$ cat src/rtl/ifetch_cache_pkg.sv
// Shared defaults, address field positions and FSM encoding for the instruction fetch cache.
package ifetch_cache_pkg;

   localparam int NLINES_DEF  = 16;
   localparam int LINE_DW_DEF = 4;

   localparam int OFF_LSB = 3;
   localparam int OFF_W   = 2;
   localparam int IDX_LSB = 5;
   localparam int IDX_W   = 4;
   localparam int TAG_LSB = 9;
   localparam int TAG_W   = 23;

   typedef enum logic [2:0] {
      FLUSH     = 3'd0,
      IDLE      = 3'd1,
      MISS_REQ  = 3'd2,
      MISS_FILL = 3'd3,
      RESP      = 3'd4
   } state_t;

   typedef struct packed {
      logic [TAG_W-1:0] tag;
      logic [IDX_W-1:0] idx;
      logic [OFF_W-1:0] off;
   } fetch_addr_t;

   function automatic fetch_addr_t split_addr(input logic [63:0] a);
      return fetch_addr_t'(a[TAG_LSB+TAG_W-1:OFF_LSB]);
   endfunction

   function automatic logic [63:0] line_addr(input fetch_addr_t f);
      return {32'b0, f.tag, f.idx, {IDX_LSB{1'b0}}};
   endfunction

endpackage

$ cat src/rtl/ram_64_64.sv
// 64 x 64-bit data array, one write port and one read port.
// Read latency 1 cycle (registered output, holds when re is low).
// No backpressure; write and read are accepted every cycle.
module ram_64_64 (
   input  logic        clk,
   input  logic        we,
   input  logic [5:0]  waddr,
   input  logic [63:0] wdata,
   input  logic        re,
   input  logic [5:0]  raddr,
   output logic [63:0] rdata
);

   logic [63:0] mem [64];

   always_ff @(posedge clk) begin
      if (we) begin
         mem[waddr] <= wdata;
      end
      if (re) begin
         rdata <= mem[raddr];
      end
   end

endmodule

$ cat src/rtl/ifetch_cache.sv
// Direct-mapped instruction fetch cache with line refill and invalidate-all.
// Hit latency 1 cycle; miss returns the requested beat the cycle after the last refill beat.
// im_req_ready drops on a miss, refill, response replay, flush or invalidate; refill beats have no backpressure.
module ifetch_cache
   import ifetch_cache_pkg::*;
#(
   parameter int NLINES  = NLINES_DEF,
   parameter int LINE_DW = LINE_DW_DEF
) (
   input  logic        clk,
   input  logic        rst,
   input  logic [63:0] im_req_addr,
   input  logic        im_req_valid,
   output logic        im_req_ready,
   output logic [63:0] im_resp_rdata,
   output logic        im_resp_valid,
   input  logic        inv_req,
   output logic [63:0] bm_req_addr,
   output logic        bm_req_valid,
   input  logic        bm_req_ready,
   input  logic [63:0] bm_resp_rdata,
   input  logic        bm_resp_valid
);

   state_t           state_q, state_nxt;
   fetch_addr_t      cur, req_q;
   logic             pend_q, inv_pend_q;
   logic [OFF_W-1:0] beat_q;
   logic [IDX_W-1:0] flush_idx_q;
   logic [TAG_W-1:0] tag_q [NLINES];
   logic [NLINES-1:0] valid_q;
   logic [63:0]      cap_q, ram_rdata;
   logic             hit, miss, accept, fill_beat, last_beat, flush_done;
   logic             unused_addr_bits;

   assign unused_addr_bits = ^{im_req_addr[63:32], im_req_addr[2:0]};

   assign cur        = split_addr(im_req_addr);
   // pend_q marks the cycle after an accept, when the tag lookup resolves
   assign hit        = pend_q && valid_q[req_q.idx] && (tag_q[req_q.idx] == req_q.tag);
   assign miss       = pend_q && !hit;
   assign fill_beat  = (state_q == MISS_FILL) && bm_resp_valid;
   assign last_beat  = fill_beat && (beat_q == OFF_W'(LINE_DW - 1));
   assign flush_done = (flush_idx_q == IDX_W'(NLINES - 1));

   assign im_req_ready = (state_q == IDLE) && !inv_pend_q && !inv_req && !miss;
   assign accept       = im_req_valid && im_req_ready;

   ram_64_64 u_data (
      .clk   (clk),
      .we    (fill_beat),
      .waddr ({req_q.idx, beat_q}),
      .wdata (bm_resp_rdata),
      .re    (accept),
      .raddr ({cur.idx, cur.off}),
      .rdata (ram_rdata)
   );

   always_ff @(posedge clk) begin
      if (rst) begin
         state_q <= FLUSH;
      end else begin
         state_q <= state_nxt;
      end
   end

   always_comb begin
      state_nxt = state_q;
      case (state_q)
         FLUSH:     if (flush_done) state_nxt = IDLE;
         IDLE: begin
            if (miss) begin
               state_nxt = MISS_REQ;
            end else if (inv_req) begin
               state_nxt = FLUSH;
            end
         end
         MISS_REQ:  if (bm_req_ready) state_nxt = MISS_FILL;
         MISS_FILL: if (last_beat) state_nxt = RESP;
         RESP:      state_nxt = (inv_pend_q || inv_req) ? FLUSH : IDLE;
         default:   state_nxt = FLUSH;
      endcase
   end

   always_comb begin
      im_resp_valid = 1'b0;
      im_resp_rdata = ram_rdata;
      bm_req_valid  = 1'b0;
      bm_req_addr   = line_addr(req_q);
      case (state_q)
         IDLE:     im_resp_valid = hit;
         MISS_REQ: bm_req_valid  = 1'b1;
         RESP: begin
            im_resp_valid = 1'b1;
            im_resp_rdata = cap_q;
         end
         default: ;
      endcase
   end

   always_ff @(posedge clk) begin
      if (rst) begin
         pend_q      <= 1'b0;
         inv_pend_q  <= 1'b0;
         beat_q      <= '0;
         flush_idx_q <= '0;
      end else begin
         pend_q <= accept;
         if (accept) begin
            req_q <= cur;
         end
         if (state_q == FLUSH) begin
            valid_q[flush_idx_q] <= 1'b0;
            flush_idx_q          <= flush_done ? '0 : flush_idx_q + IDX_W'(1);
            inv_pend_q           <= 1'b0;
         end else if (inv_req && (state_q != IDLE || miss)) begin
            inv_pend_q <= 1'b1;
         end
         // the victim line goes invalid before refill so an abandoned fill never hits
         if (state_q == IDLE && miss) begin
            valid_q[req_q.idx] <= 1'b0;
         end
         if (fill_beat) begin
            beat_q <= last_beat ? '0 : beat_q + OFF_W'(1);
            if (beat_q == req_q.off) begin
               cap_q <= bm_resp_rdata;
            end
            if (last_beat) begin
               tag_q[req_q.idx]   <= req_q.tag;
               valid_q[req_q.idx] <= 1'b1;
            end
         end
      end
   end

endmodule

$ cat config.mk
export PLATFORM = sky130hd
export DESIGN_NAME = ifetch_cache
export DESIGN_NICKNAME = d
export VERILOG_FILES = /design/src/rtl/ifetch_cache_pkg.sv /design/src/rtl/ram_64_64.sv /design/src/rtl/ifetch_cache.sv
export SDC_FILE = /design/constraint.sdc
export NUM_CORES = 2
export LEC_CHECK = 0
export BUFFER_PORTS_ARGS = -buffer_cell sky130_fd_sc_hd__buf_4
export CAP_MARGIN = 20
export CORE_MARGIN = 2
export CORE_UTILIZATION = 30
export CTS_CLUSTER_DIAMETER = 30
export DETAILED_ROUTE_END_ITERATION = 8
export HOLD_SLACK_MARGIN = 0.15
export PLACE_DENSITY = 0.47
export SLEW_MARGIN = 5
export SYNTH_ARGS = -nofsm -noshare
export SYNTH_HDL_FRONTEND = slang
export SYNTH_HIERARCHICAL = 1
export SYNTH_MEMORY_MAX_BITS = 65536
export SYNTH_SLANG_ARGS = --single-unit
$ cat constraint.sdc
create_clock -name clk -period 11.45 [get_ports clk]
set_input_delay 1.7175 -clock clk [delete_from_list [all_inputs] [get_ports clk]]
set_output_delay 1.7175 -clock clk [all_outputs]
set_load 0.03 [all_outputs]
# ---- After elaboration in Yosys (flattened, before gate mapping)
# Memory sizes are Yosys's and may differ from the RTL's. A register that Yosys moved wholly into a read port is not among the register bits.
# Index checks and enable logic that the tools add are counted.
dict set report totals {
  mem_bits_rw 4464
  output_inout_bits 131
  regBits 120
  n_memories 2
}
dict set report op_classes {
  n_mux 31
  reduce_logical 24
  n_lt_le_gt_ge 4
  n_eq_ne 13
  n_bitwise 6
  add_sub_neg 2
}
# memory depth word_bits read_ports rd_clocked_by_memory_dff write_ports line
set mem_list {}
lappend mem_list {u_data.mem 64 64 1 1 1 ram_64_64.sv:14} ;# logic [63:0] mem [64];
lappend mem_list {tag_q 16 23 1 1 1 ifetch_cache.sv:30} ;# logic [TAG_W-1:0] tag_q [NLINES];
# op n
set ops {}
lappend ops {{16-bit 2-to-1 mux} 6}
lappend ops {{64-bit 2-to-1 mux} 1}
lappend ops {{16-bit bitwise AND} 2}
lappend ops {{16-bit inverter} 2}
lappend ops {{23-bit equality test} 1}
lappend ops {{16-bit bitwise OR} 1}
lappend ops {{3-bit 2-to-1 mux} 5}
lappend ops {{3-bit case mux with 5 select lines} 1}
lappend ops {{1-bit logical AND} 13}
lappend ops {{1-bit 2-to-1 mux} 11}
lappend ops {{4-bit by 5-bit less-than comparator with 1-bit output (second input constant)} 2}
lappend ops {{1-bit demux with 4-bit select} 2}
lappend ops {{4-bit by 1-bit greater-or-equal comparator with 1-bit output (second input constant)} 2}
lappend ops {{4-bit 2-to-1 mux} 2}
lappend ops {{3-bit by 2-bit equality test with 1-bit output (second input constant)} 2}
lappend ops {{2-bit inequality test (second input constant)} 3}
lappend ops {{4-bit by 1-bit adder with 4-bit output (second input constant)} 1}
lappend ops {{1-bit binary-select mux with 4-bit select} 1}
lappend ops {{4-bit equality test (second input constant)} 1}
lappend ops {{1-bit zero test} 4}
lappend ops {{4-bit AND reduction} 1}
lappend ops {{3-bit by 1-bit equality test with 1-bit output (second input constant)} 1}
lappend ops {{3-bit equality test (second input constant)} 1}
lappend ops {{3-bit zero test} 1}
lappend ops {{12 further kinds} 13}

# ---- Longest topological paths before layout
dict set report depth {
  word_depth 14
  ltp_mapped 14
}

# ---- Modules after synthesis
# Netlist, hierarchy kept.
# mod instances area_per_inst_um2 seq_area_each_um2 cells_each
set by_module_without_submodules {}
lappend by_module_without_submodules {ram_64_64 1 156989.3 124919.8 6598}
lappend by_module_without_submodules {ifetch_cache 1 20572.2 14624.0 1132}

# ---- Worst setup path before layout
# OpenSTA, ideal clock, no wires.
dict set report synth_timing {
  path_type {input -> register}
  startpoint {input port rst}
  endpoint {register cap_q[0] (enable)}
  t_required_ns 10.806
  path_stages 2
  arrival_ns 8.080
  slack_ns 2.726
  setup_ns 0.644
  cell_sequence {clkbuf_1 nor4_1}
}
dict set report synth_between {
  elab_chain_len 2
}
# item line
set synth_rtl {}
lappend synth_rtl {{from (decl)} ifetch_cache.sv:11} ;# input logic rst,
lappend synth_rtl {{1-bit inverter (no line)} --}
lappend synth_rtl {{3-bit AND reduction (no line)} --}
lappend synth_rtl {{to (signal assigned)} ifetch_cache.sv:126} ;# cap_q <= bm_resp_rdata;
lappend synth_rtl {{to (decl)} ifetch_cache.sv:32} ;# logic [63:0] cap_q, ram_rdata;
# Every way passes these cells.
# A chain may end at the register's enable or synchronous reset.

==> impl_metrics.prom <==
# TYPE chip_impl_metric gauge
chip_impl_metric{name="detail_route.wl_per_cell",unit="microns"} 30.9
chip_impl_metric{name="tightest_slew",unit="ns"} 1.20
chip_impl_info{name="grt_setup_unrepaired",value="false"} 1
chip_impl_metric{name="switching_share",unit=""} 0.202
chip_impl_metric{name="p_int",unit="mW"} 40.4
chip_impl_metric{name="power.share.combinational",unit=""} 0.028
chip_impl_metric{name="synth_area",unit="sq um"} 178000
chip_impl_metric{name="leakagePower",unit="nW"} 73.0
chip_impl_info{name="critPathMostFrequentCell",value="sky130_fd_sc_hd__buf_4"} 1
chip_impl_metric{name="coreArea",unit="sq um"} 590000
chip_impl_metric{name="layout-drive-gt1-share",unit=""} 0.355
chip_impl_metric{name="grt_overflow",unit=""} 0
chip_impl_info{name="critical_path_class",value="reg -> out"} 1
chip_impl_metric{name="drv_cap",unit=""} 0
chip_impl_metric{name="crit_path_max_fanout",unit=""} 43
chip_impl_metric{name="drt.antenna.violating_nets",unit=""} 0
chip_impl_metric{name="grt_start_max_net_pins",unit=""} 128
chip_impl_metric{name="worst_ep_arrival_time",unit="ns"} 6.40
chip_impl_metric{name="boundaryPins",unit=""} 265
chip_impl_metric{name="netlist-cell-type-count",unit=""} 68
chip_impl_metric{name="timing.final.setup_violations",unit=""} 0
chip_impl_metric{name="globalplace.congestion",unit=""} 0.739
chip_impl_metric{name="post-route-util",unit=""} 0.383
chip_impl_metric{name="clk_latency_worst_skew_pair",unit="ns"} 1.24
chip_impl_info{name="crit_path_start_kind",value="flip-flop"} 1
chip_impl_metric{name="ys_seq_area_frac",unit=""} 0.786
chip_impl_metric{name="synth_edf_count",unit=""} 4637
chip_impl_info{name="tritoncts",value="built"} 1
chip_impl_metric{name="core.rowCount",unit=""} 282
chip_impl_info{name="cp_cell_sequence",value="buf_4 > mux4_2 > nand2_1 > a21oi_1 > or3_1 > a211oi_1 > o2111ai_1 > nor4_4 > buf_4 > nor2_2 > nor4_2 > buf_4"} 1
chip_impl_info{name="synth_top_flop_cell",value="sky130_fd_sc_hd__edfxtp_1"} 1
chip_impl_metric{name="clkSlewWorstSetupHoldPaths",unit="ns"} 0.04
chip_impl_info{name="worstHoldPathType",value="reg -> reg"} 1
chip_impl_metric{name="irDropWorstVdd",unit="mV"} 0.148
chip_impl_metric{name="worst_path_largest_cell_delay",unit="ns"} 0.75
chip_impl_metric{name="count_of_input_and_output_buffers",unit=""} 192
chip_impl_metric{name="h-tree-depth",unit=""} 7
chip_impl_metric{name="floorplan.die_area",unit="sq um"} 598000
chip_impl_metric{name="drc_errors",unit=""} 0
chip_impl_metric{name="via_count",unit=""} 90400
chip_impl_metric{name="die_width",unit="microns"} 773
chip_impl_metric{name="track_usage",unit=""} 0.178
chip_impl_metric{name="yosysWarnings",unit=""} 6
chip_impl_metric{name="drt_iter0_markers",unit=""} 8943
chip_impl_metric{name="setup-tns-final",unit="ns"} 0
chip_impl_metric{name="fill_cell_instance_count_of_the_final_layout",unit=""} 52500
chip_impl_metric{name="detailedRoute.firstPassIterationCount",unit=""} 6
chip_impl_metric{name="hpwl_after_detailed_placement",unit="mm"} 282
chip_impl_metric{name="syn-instance-count",unit=""} 7730
chip_impl_metric{name="final_net_count",unit=""} 9008
chip_impl_metric{name="grt_pass1_vias",unit=""} 94300
chip_impl_metric{name="ctsResizeCount",unit=""} 0
chip_impl_metric{name="via_per_inst",unit=""} 5.17
chip_impl_metric{name="slew_violations",unit=""} 0
chip_impl_metric{name="dieHeight",unit="microns"} 773
chip_impl_metric{name="power_density",unit="nW/um^2"} 225
chip_impl_metric{name="yosys_register_bits",unit=""} 4652
chip_impl_info{name="cpMaxStageDelayCell",value="sky130_fd_sc_hd__buf_4"} 1
chip_impl_metric{name="clock.fmax",unit="GHz"} 0.123
chip_impl_metric{name="grt_antenna_before_repair",unit=""} 43
chip_impl_metric{name="cts.sink_count",unit=""} 4652
chip_impl_metric{name="postCtsHoldBufs",unit=""} 0
chip_impl_metric{name="area_overhead_vs_synth",unit="%"} 27.1
chip_impl_info{name="run_status",value="completed"} 1
chip_impl_metric{name="post-cts-setup-buffer-count",unit=""} 0
chip_impl_metric{name="clockBufferDepth",unit=""} 5
chip_impl_metric{name="synth_async_sr_flop_share",unit=""} 0
chip_impl_metric{name="grt_first_pass_wirelength",unit="mm"} 744
chip_impl_metric{name="relSlewSlack",unit=""} 0.199
chip_impl_metric{name="power.share.clock",unit=""} 0.601
chip_impl_metric{name="power_frac_seq",unit=""} 0.371
chip_impl_metric{name="net-switching-power",unit="mW"} 10.3
chip_impl_metric{name="syn_avg_cell_area",unit="sq um"} 23.0
chip_impl_metric{name="initial_core_util",unit=""} 0.301
chip_impl_metric{name="postRouteWirelength",unit="mm"} 541
chip_impl_metric{name="final_min_period",unit="ns"} 8.12
chip_impl_metric{name="period_share",unit=""} 0.709
chip_impl_metric{name="skew",unit="ns"} 0.138
chip_impl_metric{name="hold_violations",unit=""} 0
chip_impl_metric{name="worst_ep_required_time",unit="ns"} 9.73
chip_impl_info{name="root_buffer",value="sky130_fd_sc_hd__clkbuf_16"} 1
chip_impl_info{name="critPathCaptureType",value="primary output"} 1
chip_impl_metric{name="cts_buffers",unit=""} 1120
[power groups by stage]
| stage | clock (mW) | sequential [mW] | combinational [mW] |
|---|---|---|---|
| floorplan | 0 | 19.1 | 0.803 |
| global placement | 0 | 19.1 | 1.42 |
| detailed placement | 0 | 19.1 | 1.45 |
| CTS | 30.9 | 18.8 | 1.46 |
| global route | 31.8 | 18.8 | 1.53 |
| finish | 30.5 | 18.8 | 1.43 |
[layout by cell type, fill, tap and decap left out, types with 23 or more instances in the layout]
| cell | Yosys | final |
|---|---|---|
| sky130_fd_sc_hd__o22ai_1 | 103 | 103 |
| sky130_fd_sc_hd__nor2b_1 | 38 | 34 |
| sky130_fd_sc_hd__clkbuf_16 | 0 | 1144 |
| sky130_fd_sc_hd__mux2_2 | 77 | 77 |
| sky130_fd_sc_hd__a211oi_1 | 66 | 66 |
| sky130_fd_sc_hd__a22oi_1 | 176 | 176 |
| sky130_fd_sc_hd__clkbuf_1 | 159 | 125 |
| sky130_fd_sc_hd__a22o_1 | 91 | 91 |
| sky130_fd_sc_hd__nor2_4 | 0 | 65 |
| sky130_fd_sc_hd__edfxtp_1 | 4637 | 4637 |
| sky130_fd_sc_hd__inv_1 | 28 | 28 |
| sky130_fd_sc_hd__nand3_1 | 58 | 58 |
| sky130_fd_sc_hd__or3_1 | 35 | 35 |
| sky130_fd_sc_hd__xor2_1 | 23 | 23 |
| sky130_fd_sc_hd__conb_1 | 1 | 37 |
| sky130_fd_sc_hd__buf_4 | 107 | 440 |
| sky130_fd_sc_hd__o221ai_1 | 38 | 38 |
| sky130_fd_sc_hd__nand2_1 | 87 | 83 |
| sky130_fd_sc_hd__a41oi_1 | 27 | 27 |
| sky130_fd_sc_hd__bufinv_16 | 0 | 140 |
| sky130_fd_sc_hd__mux4_2 | 1099 | 1099 |
| sky130_fd_sc_hd__nor2_1 | 157 | 76 |
| sky130_fd_sc_hd__and3_1 | 65 | 65 |
| sky130_fd_sc_hd__inv_6 | 0 | 37 |
| sky130_fd_sc_hd__clkinv_1 | 1 | 143 |
| sky130_fd_sc_hd__or2_2 | 32 | 32 |
| sky130_fd_sc_hd__clkinv_4 | 0 | 48 |
| sky130_fd_sc_hd__clkinvlp_4 | 0 | 89 |
| sky130_fd_sc_hd__clkinv_2 | 0 | 175 |
| sky130_fd_sc_hd__mux2i_1 | 206 | 206 |
[routing by layer]
| layer | track usage | part of all wire | vias up |
|---|---|---|---|
| li1 | - | - | 35800 |
| met1 | 0.233 | 0.42 | 50000 |
| met2 | 0.293 | 0.49 | 3665 |
| met3 | 0.0364 | 0.063 | 985 |
| met4 | 0.0631 | 0.027 | 16 |
| met5 | 0 | 0.00017 | - |
[sequential cells by signal, summed over array words and instances (netlist names), 2 cells and up, named ones only]
| signal | cells |
|---|---|
| flush_idx_q | 4 |
| valid_q | 16 |
| cap_q | 64 |
| u_data/mem | 4096 |
| bm_req_addr | 27 |
| req_q | 2 |
| tag_q | 368 |
| beat_q | 2 |
| state_q | 3 |
| u_data/rdata | 64 |
[final cells by class]
type,count,area [sq um],area share
diodes,19,47.5,0.000211
multi-input cells,2600,36100,0.160
well taps,7810,9770,0.0433
inverters,30,113,0.000499
flip-flops and latches,4652,140000,0.618
clock inverters,640,7190,0.0318
clock buffers,1269,29100,0.129
repair buffers,465,3800,0.0168
[critical path, delay by kind of cell (launching register included)]
kind	cells	cell delay (ns)
and+or+nand+nor	5	1.56
muxes	1	0.59
DFF	1	0.71
AOI/OAI and AO/OA	3	0.93
buffers and inverters	3	1.38
[stage by stage]
step	worst slack [ns]	cell area [sq um]	std cells	power (mW)	hold WS (ns)
after global placement	4.55	189000	15600	20.5	0.562
after detailed placement	4.51	189000	15600	20.6	0.579
after CTS	3.34	226000	17500	51.2	0.588
after floorplan	2.73	178000	7766	19.9	0.475
final	3.33	226000	17500	50.7	0.597
after global routing	3.17	226000	17500	52.1	0.605
[cell usage after synthesis, types with 28 or more instances]
cell type                  count  area (sq um)
sky130_fd_sc_hd__mux4_2     1099         24800
sky130_fd_sc_hd__o221ai_1     38           333
sky130_fd_sc_hd__and3_1       65           407
sky130_fd_sc_hd__buf_4       107           803
sky130_fd_sc_hd__mux2i_1     206          2060
sky130_fd_sc_hd__a211oi_1     66           495
sky130_fd_sc_hd__edfxtp_1   4637        139000
sky130_fd_sc_hd__nor2_1      157           589
sky130_fd_sc_hd__buf_2       180           901
sky130_fd_sc_hd__nand3_1      58           290
sky130_fd_sc_hd__nor2b_1      38           238
sky130_fd_sc_hd__or3_1        35           219
sky130_fd_sc_hd__a22oi_1     176          1320
sky130_fd_sc_hd__mux2_2       77           867
sky130_fd_sc_hd__clkbuf_1    159           597
sky130_fd_sc_hd__a22o_1       91           797
sky130_fd_sc_hd__inv_1        28           105
sky130_fd_sc_hd__nand2_1      87           327
sky130_fd_sc_hd__o22ai_1     103           644
sky130_fd_sc_hd__or2_2        32           200
[final timing paths]
check	start	to	slack [ns]	depth (start not counted)
setup / recovery	flip-flop	im_req_ready	3.33	12
hold / removal	inv_pend_q	inv_pend_q	0.60	2
setup reg to reg	flip-flop	u_data/rdata[40]	4.86	12
hold reg to reg	inv_pend_q	inv_pend_q	0.60	2
[cell families (layout without fill, tap and decap cells)]
logic type / count (synthesis) / count (layout) / share of synthesized area
AOI/OAI and AO/OA: 600 / 600 / 0.0256
xor gates and xnor gates: 28 / 28 / 0.00138
adders and majority gates: 5 / 5 / 0.000352
buffers and inverters: 514 / 2404 / 0.0151
DFF: 4652 / 4652 / 0.786
muxes: 1387 / 1387 / 0.156
other: 1 / 56 / 0.0000211
and+or+nand+nor: 543 / 543 / 0.0154
No activity file was read; power rests on OpenSTA's default activity.
